`src/rtl/ctrl_pkg.sv`:
```
// Shared register map and state encodings for the I2S APB master.
package ctrl_pkg;

  localparam logic [31:0] TX_ADDR   = 32'h0000_0000;
  localparam logic [31:0] CTRL_ADDR = 32'h0000_0004;
  localparam logic [31:0] RX_ADDR   = 32'h0000_0008;

  typedef enum logic [1:0] {
    ST_IDLE,
    ST_SETUP,
    ST_ACCESS
  } apb_state_e;

  typedef enum logic [1:0] {
    XF_TX,
    XF_CFG,
    XF_RX
  } xfer_e;

endpackage

```
`src/rtl/apb_poll_timer.sv`:
```
// Free-running RX poll divider: raises rx_due every POLL_DIV cycles while enabled.
module apb_poll_timer #(
  parameter int unsigned POLL_DIV = 64
) (
  input  logic pclk,
  input  logic rst_,
  input  logic en,
  input  logic clr,
  output logic rx_due
);

  localparam int unsigned CW = $clog2(POLL_DIV);
  localparam logic [CW-1:0] CNT_LAST = CW'(POLL_DIV - 1);

  logic [CW-1:0] cnt;

  // A wrap coinciding with clr keeps rx_due set: a fresh poll interval has elapsed.
  always_ff @(posedge pclk or negedge rst_) begin
    if (!rst_) begin
      cnt    <= '0;
      rx_due <= 1'b0;
    end else if (!en) begin
      cnt    <= '0;
      rx_due <= 1'b0;
    end else if (cnt == CNT_LAST) begin
      cnt    <= '0;
      rx_due <= 1'b1;
    end else begin
      cnt <= cnt + 1'b1;
      if (clr) rx_due <= 1'b0;
    end
  end

endmodule

```
`src/rtl/i2s_apb_master.sv`:
```
// APB master moving TX samples, control writes and polled RX reads to an I2S peripheral.
module i2s_apb_master
  import ctrl_pkg::*;
#(
  parameter int unsigned POLL_DIV = 64,
  parameter int unsigned TIMEOUT  = 16
) (
  input  logic        pclk,
  input  logic        rst_,
  input  logic        cfg_req,
  input  logic [31:0] cfg_ctrl,
  output logic        cfg_busy,
  input  logic        rx_en,
  input  logic        s_valid,
  output logic        s_ready,
  input  logic [31:0] s_data,
  output logic        m_valid,
  input  logic        m_ready,
  output logic [31:0] m_data,
  output logic        psel,
  output logic        penable,
  output logic        pwrite,
  output logic [31:0] paddr,
  output logic [31:0] pwdata,
  input  logic [31:0] prdata,
  input  logic        pready,
  input  logic        pslverr,
  output logic        err
);

  localparam logic [7:0] TO_LAST = 8'(TIMEOUT - 1);

  logic [1:0]  rst_sync;
  logic        run;
  apb_state_e  state, state_nxt;
  xfer_e       cur, grant_kind;
  logic        grant, xfer_done, xfer_to, xfer_fin;
  logic [7:0]  acnt;
  logic        cfg_pend;
  logic [31:0] cfg_data;
  logic        tx_full;
  logic [31:0] tx_data;
  logic        rx_due, rx_clr;

  // Release is synchronised so the first grant never races reset deassertion.
  always_ff @(posedge pclk or negedge rst_) begin
    if (!rst_) rst_sync <= '0;
    else       rst_sync <= {rst_sync[0], 1'b1};
  end
  assign run = rst_sync[1];

  apb_poll_timer #(
    .POLL_DIV(POLL_DIV)
  ) u_poll (
    .pclk  (pclk),
    .rst_  (rst_),
    .en    (rx_en),
    .clr   (rx_clr),
    .rx_due(rx_due)
  );

  always_ff @(posedge pclk or negedge rst_) begin
    if (!rst_) state <= ST_IDLE;
    else       state <= state_nxt;
  end

  always_comb begin
    state_nxt  = state;
    grant      = 1'b0;
    grant_kind = XF_TX;
    xfer_done  = 1'b0;
    xfer_to    = 1'b0;
    unique case (state)
      ST_IDLE: begin
        if (run) begin
          if (cfg_pend) begin
            grant      = 1'b1;
            grant_kind = XF_CFG;
          end else if (rx_due && !m_valid) begin
            grant      = 1'b1;
            grant_kind = XF_RX;
          end else if (tx_full) begin
            grant      = 1'b1;
            grant_kind = XF_TX;
          end
        end
        if (grant) state_nxt = ST_SETUP;
      end
      ST_SETUP: state_nxt = ST_ACCESS;
      ST_ACCESS: begin
        if (pready) begin
          xfer_done = 1'b1;
          state_nxt = ST_IDLE;
        end else if (acnt == TO_LAST) begin
          xfer_to   = 1'b1;
          state_nxt = ST_IDLE;
        end
      end
      default: state_nxt = ST_IDLE;
    endcase
  end

  assign xfer_fin = xfer_done | xfer_to;
  assign psel     = (state != ST_IDLE);
  assign penable  = (state == ST_ACCESS);
  assign rx_clr   = xfer_fin && (cur == XF_RX);
  assign cfg_busy = cfg_pend | (psel && (cur == XF_CFG));
  assign s_ready  = run & ~tx_full;

  always_ff @(posedge pclk or negedge rst_) begin
    if (!rst_)                acnt <= '0;
    else if (!penable)        acnt <= '0;
    else if (!pready)         acnt <= acnt + 8'd1;
  end

  // Address/data are loaded only on grant, so later cfg_req cannot disturb a transfer.
  always_ff @(posedge pclk or negedge rst_) begin
    if (!rst_) begin
      cur    <= XF_TX;
      paddr  <= '0;
      pwdata <= '0;
      pwrite <= 1'b0;
    end else if (grant) begin
      cur <= grant_kind;
      unique case (grant_kind)
        XF_CFG: begin
          paddr  <= CTRL_ADDR;
          pwdata <= cfg_data;
          pwrite <= 1'b1;
        end
        XF_RX: begin
          paddr  <= RX_ADDR;
          pwdata <= '0;
          pwrite <= 1'b0;
        end
        default: begin
          paddr  <= TX_ADDR;
          pwdata <= tx_data;
          pwrite <= 1'b1;
        end
      endcase
    end
  end

  always_ff @(posedge pclk or negedge rst_) begin
    if (!rst_) begin
      cfg_pend <= 1'b0;
      cfg_data <= '0;
    end else if (cfg_req) begin
      cfg_pend <= 1'b1;
      cfg_data <= cfg_ctrl;
    end else if (grant && (grant_kind == XF_CFG)) begin
      cfg_pend <= 1'b0;
    end
  end

  always_ff @(posedge pclk or negedge rst_) begin
    if (!rst_) begin
      tx_full <= 1'b0;
      tx_data <= '0;
    end else if (xfer_fin && (cur == XF_TX)) begin
      tx_full <= 1'b0;
    end else if (s_valid && s_ready) begin
      tx_full <= 1'b1;
      tx_data <= s_data;
    end
  end

  always_ff @(posedge pclk or negedge rst_) begin
    if (!rst_) begin
      m_valid <= 1'b0;
      m_data  <= '0;
    end else if (xfer_done && !pslverr && (cur == XF_RX)) begin
      m_valid <= 1'b1;
      m_data  <= prdata;
    end else if (m_valid && m_ready) begin
      m_valid <= 1'b0;
    end
  end

  always_ff @(posedge pclk or negedge rst_) begin
    if (!rst_)                             err <= 1'b0;
    else if (xfer_to || (xfer_done && pslverr)) err <= 1'b1;
  end

endmodule

```
`config.mk`:
```
export PLATFORM = sky130hd
export DESIGN_NAME = i2s_apb_master
export DESIGN_NICKNAME = d
export VERILOG_FILES = /design/src/rtl/ctrl_pkg.sv /design/src/rtl/apb_poll_timer.sv /design/src/rtl/i2s_apb_master.sv
export SDC_FILE = /design/constraint.sdc
export NUM_CORES = 1
export LEC_CHECK = 0
export ABC_CLOCK_PERIOD_IN_PS = 3600
export BUFFER_PORTS_ARGS = -buffer_cell sky130_fd_sc_hd__buf_2
export CORE_MARGIN = 10
export CORE_UTILIZATION = 35
export CTS_CLUSTER_DIAMETER = 200
export DETAILED_ROUTE_END_ITERATION = 8
export SYNTH_ARGS = -nofsm -noshare
export SYNTH_HDL_FRONTEND = slang
export SYNTH_SLANG_ARGS = --single-unit
```
`constraint.sdc`:
```
create_clock -name pclk -period 3.6 [get_ports pclk]
set_input_delay 0.36 -clock pclk [delete_from_list [all_inputs] [get_ports pclk]]
set_output_delay 0.36 -clock pclk [all_outputs]
set_load 0.01 [all_outputs]
```
==> impl_metrics.tcl, run 1 <==
set metrics [dict create \
    clock-sinks 156 \
    vias_per_cell 4.76 \
    setup_viol 0 \
    cts_root_buffer "clkbuf_16" \
    ios 207 \
    drive_above_1_share 0.459 \
    synth-simple-area-share 0.0592 \
    synth_seq_cells 156 \
    layout_commonest_cell "buf_2" \
    reg2reg_depth 9 \
    grt_busiest_layer "met2" \
    start_kind "flop" \
    numPortBuffers 176 \
    r2r-end "pwdata[10]$_DFFE_PN0P_" \
    ff2ff_setup_slack_ns 0.82 \
    core-area_um2 18100 \
    synth_ff_type "dfrtp_1" \
    initial_core_util 0.359 \
    wire_per_inst_um 17.8 \
    place.gp.congestion 0.763 \
    synth-xor-area-share 0.0121 \
    synth_compound_area_frac 0.0832 \
    grt_pass1_vias 4678 \
    hold_path_class "input port to flop" \
    leakage_nw 3.98 \
    period_needed_ns 2.78 \
    fin_nets 790 \
    required_ns 3.93 \
    rsz0062_at_grt "no" \
    synth_edf_count 0 \
    cts-htree-levels 4 \
    power_density_nw_per_um2 708 \
    layout_setup_ws_ns 0.817 \
    grt_pass1_wl_um 25600 \
    grt_max_degree 81 \
    yosysWarnings 0 \
    use_met3 0.0540 \
    antenna_found_initial 0 \
    synth_area_leaders "dfrtp_1 (60%), mux2_2 (17%), buf_4 (3.6%)" \
    drtIter0Drc 159 \
    synth.avg_cell_area_um2 12.9 \
    worstPathMaxFanout 17 \
    dpl_worst_slack_ns 0.819 \
    finalCritPeriodShare 0.773 \
    tightest_slew_ns 0.871 \
    dieHeight_um 156 \
    ant_nets 0 \
    end_kind "flop" \
    cts_tree "done" \
    fin_skew_ns 0.00739 \
    insertion_delay_ns 0.41 \
    design_power_total_w 0.00576 \
    cap_violations 0 \
    synth_mux_area_frac 0.173 \
    hold_violations 0 \
    outcome "complete, no violations" \
    min_from "m_ready" \
    grtUsageMet1 0.153 \
    cts_max_path_buffers 2 \
    numCtsBuffers 17 \
    post-dp-hpwl_um 11800 \
    dr.pass1.iters 4 \
    ys_async_sr_fraction 1.00 \
    core.rowCount 49 \
    slew_violations 0 \
    diodes 0 \
    synth_top_family_by_area "multiplexers" \
    track_usage 0.134 \
    synth_area_um2 6510 \
    peakVddDrop_uv 306 \
    vias 4387 \
    area.growth.synth_to_final_pct 25.0 \
    ys_seq_area_frac 0.600 \
    holdPathStages 2 \
    synth.largest_area_cell "dfrtp_1" \
    fin_setup_tns_ns 0 \
    drc 0 \
    worstPathArrival_ns 3.11 \
    synth_cells 505 \
    min_to "m_valid$_DFFE_PN0P_" \
    final_cell_mix "buf_2 (175), dfrtp_1 (156), mux2_2 (97)" \
    rr_startpoint "state[0]$_DFFE_PN0P_" \
    clk_pin_slew_worst_paths_ns 0.06 \
    globalRouteOverflowTotal 0 \
    routed_wl_um 16400 \
    yosys.area.top_type_share 0.600 \
    cts_resized 0 \
    use_met2 0.223 \
    dieArea_um2 24500 \
    ys_types 38 \
    worst_slew_margin_rel 0.419 \
    cts_hold_buf 1 \
    crit_type "flop to flop" \
    timing.fmax_mhz 359 \
    die_w_um 156 \
    synthAdderAreaFrac 0.0115 \
    post_cts_buffers 0 \
]
routing by layer:
layer / vias to the layer above / share of wire
li1: 2043 / -
met1: 2157 / 0.41
met2: 176 / 0.49
met3: 11 / 0.090
met4: 0 / 0.014
met5: - / 0
kinds of logic after synthesis:
group	Yosys count
mux	100
compound gates	81
fa+ha+maj	6
simple gates	85
other cells	2
flops	156
buf+inv	66
xor+xnor	9
worst max-delay path, stage by stage, from the launching register on:
cell     delay [ns]
dfrtp_1        0.43
nor2_1         0.16
inv_1          0.08
or4_1          0.56
inv_1          0.12
ha_1           0.26
nor2b_2        0.58
buf_12         0.24
a22oi_1        0.08
a21oi_1        0.19
power breakdown:
part	leakage (nW)	switching, W	internal (W)	total, W
registers	1.93	0.000268	0.00221	0.00247
logic	1.76	0.000785	0.000658	0.00144
clock network	0.292	0.000716	0.00113	0.00185
total	3.98	0.00177	0.00399	0.00576
Yosys cell counts (all sizes together) (5+ instances only):
cell type and instances:
nor2 49, xnor2 5, dfrtp 156, nand2 12, mux2 98, o21ai 7
inv 10, a21oi 38, buf 41, a22oi 28, clkbuf 15, nand3 5
ha 6
cell type report:
| class | instances | area (µm²) |
|---|---|---|
| clock buffer | 19 | 453 |
| inverter | 10 | 37.5 |
| sequential | 156 | 3900 |
| timing repair buffer | 183 | 967 |
| fill | 1676 | 10000 |
| clock inverter | 13 | 165 |
| multi-input combinational | 312 | 2320 |
| tap | 229 | 287 |
through the flow:
step | std cells | hold slack [ns] | util | instance area (µm²)
after floorplan | 534 | 0.0644 | - | 6620
after global placement | 889 | 0.340 | 0.414 | 7510
after detailed placement | 889 | 0.343 | 0.414 | 7510
after CTS | 922 | 0.107 | 0.448 | 8140
after global routing | 922 | 0.107 | 0.448 | 8140
final | 922 | 0.127 | 0.448 | 8140
state kept, by name, summed over array words and instances, names as in the netlist:
signal / cells
pwdata: 32
cfg_pend: 1
cur: 2
tx_full: 1
pwrite: 1
err: 1
paddr: 2
tx_data: 32
u_poll.rx_due: 1
cfg_data: 32
state: 2
m_data: 32
rst_sync: 2
m_valid: 1
acnt: 8
u_poll.cnt: 6
worst max path at each step:
stage,slack (ns),startpoint,to,cells past startpoint
finish,0.82,state[0]$_DFFE_PN0P_,pwdata[10]$_DFFE_PN0P_,9
CTS,0.80,state[0]$_DFFE_PN0P_,pwdata[10]$_DFFE_PN0P_,9
global placement,0.99,state[0]$_DFFE_PN0P_,pwdata[5]$_DFFE_PN0P_,9
global route,0.67,state[0]$_DFFE_PN0P_,pwdata[1]$_DFFE_PN0P_,9
detailed placement,0.82,state[0]$_DFFE_PN0P_,pwdata[10]$_DFFE_PN0P_,9
floorplan,0.95,state[0]$_DFFE_PN0P_,pwdata[10]$_DFFE_PN0P_,11
Note: power is estimated with default switching activity, not from simulation.
==> run 2, diff against run 1 <==
--- a/config.mk
+++ b/config.mk
@@ -5,7 +5,7 @@
 export SDC_FILE = /design/constraint.sdc
 export NUM_CORES = 1
 export LEC_CHECK = 0
-export ABC_CLOCK_PERIOD_IN_PS = 3600
+export ABC_CLOCK_PERIOD_IN_PS = 2430
 export BUFFER_PORTS_ARGS = -buffer_cell sky130_fd_sc_hd__buf_2
 export CORE_MARGIN = 10
 export CORE_UTILIZATION = 35
==> constraint.sdc (replaced) <==
create_clock -name pclk -period 2.43 [get_ports pclk]
set_input_delay 0.243 -clock pclk [delete_from_list [all_inputs] [get_ports pclk]]
set_output_delay 0.243 -clock pclk [all_outputs]
set_load 0.01 [all_outputs]
==> impl_metrics.tcl, run 2 (synthesis results as in run 1) <==
set metrics [dict create \
    layout_commonest_cell "buf_2" \
    start_kind "flop" \
    timing.fmax_mhz 444 \
    cts-htree-levels 4 \
    min_from "cfg_ctrl[3]" \
    routed_wl_um 16200 \
    grt_max_degree 76 \
    post-dp-hpwl_um 11900 \
    antenna_found_initial 0 \
    diodes 0 \
    core-area_um2 18100 \
    die_w_um 156 \
    crit_chain "nor2_1 -> inv_1 -> or4_4 -> inv_1 -> ha_1 -> nor2b_2 -> buf_4 -> a22oi_1 -> a21oi_1" \
    numCtsBuffers 17 \
    leakage_nw 4.02 \
    ant_nets 0 \
    final_cell_mix "buf_2 (175), dfrtp_1 (156), mux2_2 (97)" \
    hold_violations 0 \
    crit_type "flop to flop" \
    drtIter0Drc 174 \
    power_density_nw_per_um2 1030 \
    worst_slew_margin_rel 0.576 \
    worstPathMaxFanout 10 \
    dr.pass1.iters 6 \
    place_inst 898 \
    min_to "cfg_data[3]$_DFFE_PN0P_" \
    slew_violations 0 \
    dpl_cell_area_um2 7610 \
    cts_root_buffer "clkbuf_16" \
    fin_nets 800 \
    fin_setup_tns_ns 0 \
    final_area_um2 8210 \
    wire_per_inst_um 17.4 \
    drc 0 \
    cp_num_buf_inv 3 \
    initial_core_util 0.359 \
    tightest_slew_ns 0.636 \
    r2r-end "pwdata[22]$_DFFE_PN0P_" \
    multi_input_area_um2 2330 \
    reg2reg_depth 9 \
    dieHeight_um 156 \
    required_ns 2.76 \
    holdPathStages 2 \
    fin_skew_ns 0.00809 \
    period_needed_ns 2.25 \
    area.growth.synth_to_final_pct 26.1 \
    vias_per_cell 4.74 \
    peakVddDrop_uv 522 \
    clock-sinks 156 \
    register_area_um2 3900 \
    outcome "complete, no violations" \
    numPortBuffers 176 \
    place.gp.congestion 0.773 \
    setup_viol 0 \
    drive_above_1_share 0.464 \
    rr_startpoint "state[0]$_DFFE_PN0P_" \
    crit_slowest_cell "or4_4" \
    dieArea_um2 24500 \
    vias 4416 \
    grt_pass1_wl_um 26000 \
    track_usage 0.134 \
    insertion_delay_ns 0.41 \
    final-instance-count-excl-fill 931 \
    cts_tree "done" \
    cts_max_path_buffers 2 \
    post_cts_buffers 0 \
    rsz0062_at_grt "no" \
    ios 207 \
    num-fill-cells 1679 \
    cap_violations 0 \
    clk_pin_slew_worst_paths_ns 0.06 \
    globalRouteOverflowTotal 0 \
    end_kind "flop" \
    hold_slack_ns 0.0568 \
    core.rowCount 49 \
    critPathTopFamily "simple AND/OR/NAND/NOR gates" \
    crit_path_frequent_cell "inv_1" \
    grt_pass1_vias 4926 \
    worstPathArrival_ns 2.59 \
    crit_cells 9 \
    crit_path_max_incr_delay_ns 0.51 \
    ff2ff_setup_slack_ns 0.18 \
    hold_path_class "input port to flop" \
    finalCritPeriodShare 0.927 \
]
-- run 2: per-stage QoR --
| stage | power [W] | utilization | worst slack [ns] |
|---|---|---|---|
| floorplan | 0.00503 | - | 0.0140 |
| global placement | 0.00584 | 0.420 | 0.164 |
| detailed placement | 0.00595 | 0.420 | 0.117 |
| CTS | 0.00854 | 0.452 | 0.120 |
| global route | 0.00898 | 0.452 | 0.00324 |
| finish | 0.00843 | 0.452 | 0.179 |
-- run 2: worst register-to-register path, cell delays in order (launching register included) --
cell and delay [ns]:
dfrtp_1 0.42, nor2_1 0.15, inv_1 0.08, or4_4 0.51, inv_1 0.10, ha_1 0.27, nor2b_2 0.19, buf_4 0.21
a22oi_1 0.08, a21oi_1 0.17
-- run 2: repair_timing --
action                                  in CTS  in global routing
hold buffers                                 2                  0
hold endpoints to repair                    33                  0
resized for setup                            0                  1
endpoints found under the setup margin       0                 29
-- run 2: metal layers --
| metal | wire [µm] | GRT usage | part of all wire | up-vias |
|---|---|---|---|---|
| met4 | 235 | 0.0503 | 0.014 | 0 |
| li1 | - | - | - | 2066 |
| met3 | 1420 | 0.0444 | 0.087 | 18 |
| met2 | 7650 | 0.223 | 0.47 | 188 |
| met1 | 6930 | 0.158 | 0.43 | 2144 |
| met5 | 0 | 0 | 0 | - |
-- run 2: how the worst max path moves through the flow --
stage	start	end	slack [ns]
floorplan	state[0]$_DFFE_PN0P_	pwdata[10]$_DFFE_PN0P_	0.01
global placement	state[0]$_DFFE_PN0P_	pwdata[19]$_DFFE_PN0P_	0.16
detailed placement	state[0]$_DFFE_PN0P_	pwdata[28]$_DFFE_PN0P_	0.12
CTS	state[0]$_DFFE_PN0P_	pwdata[22]$_DFFE_PN0P_	0.12
global route	state[0]$_DFFE_PN0P_	pwdata[29]$_DFFE_PN0P_	0.003
finish	state[0]$_DFFE_PN0P_	pwdata[22]$_DFFE_PN0P_	0.18
-- run 2: where the power goes --
group	internal (W)	total (W)	switching (W)
sequential	0.00327	0.00367	0.000402
combinational	0.00104	0.00221	0.00117
clock	0.00151	0.00255	0.00104
-- run 2: layout make-up --
type                            count  area share
Clock buffer                       22      0.0590
Clock inverter                      9      0.0107
Inverter                           10     0.00457
Multi-Input combinational cell    312       0.283
Sequential cell                   156       0.476
Tap cell                          229      0.0349
Timing Repair Buffer              193       0.132
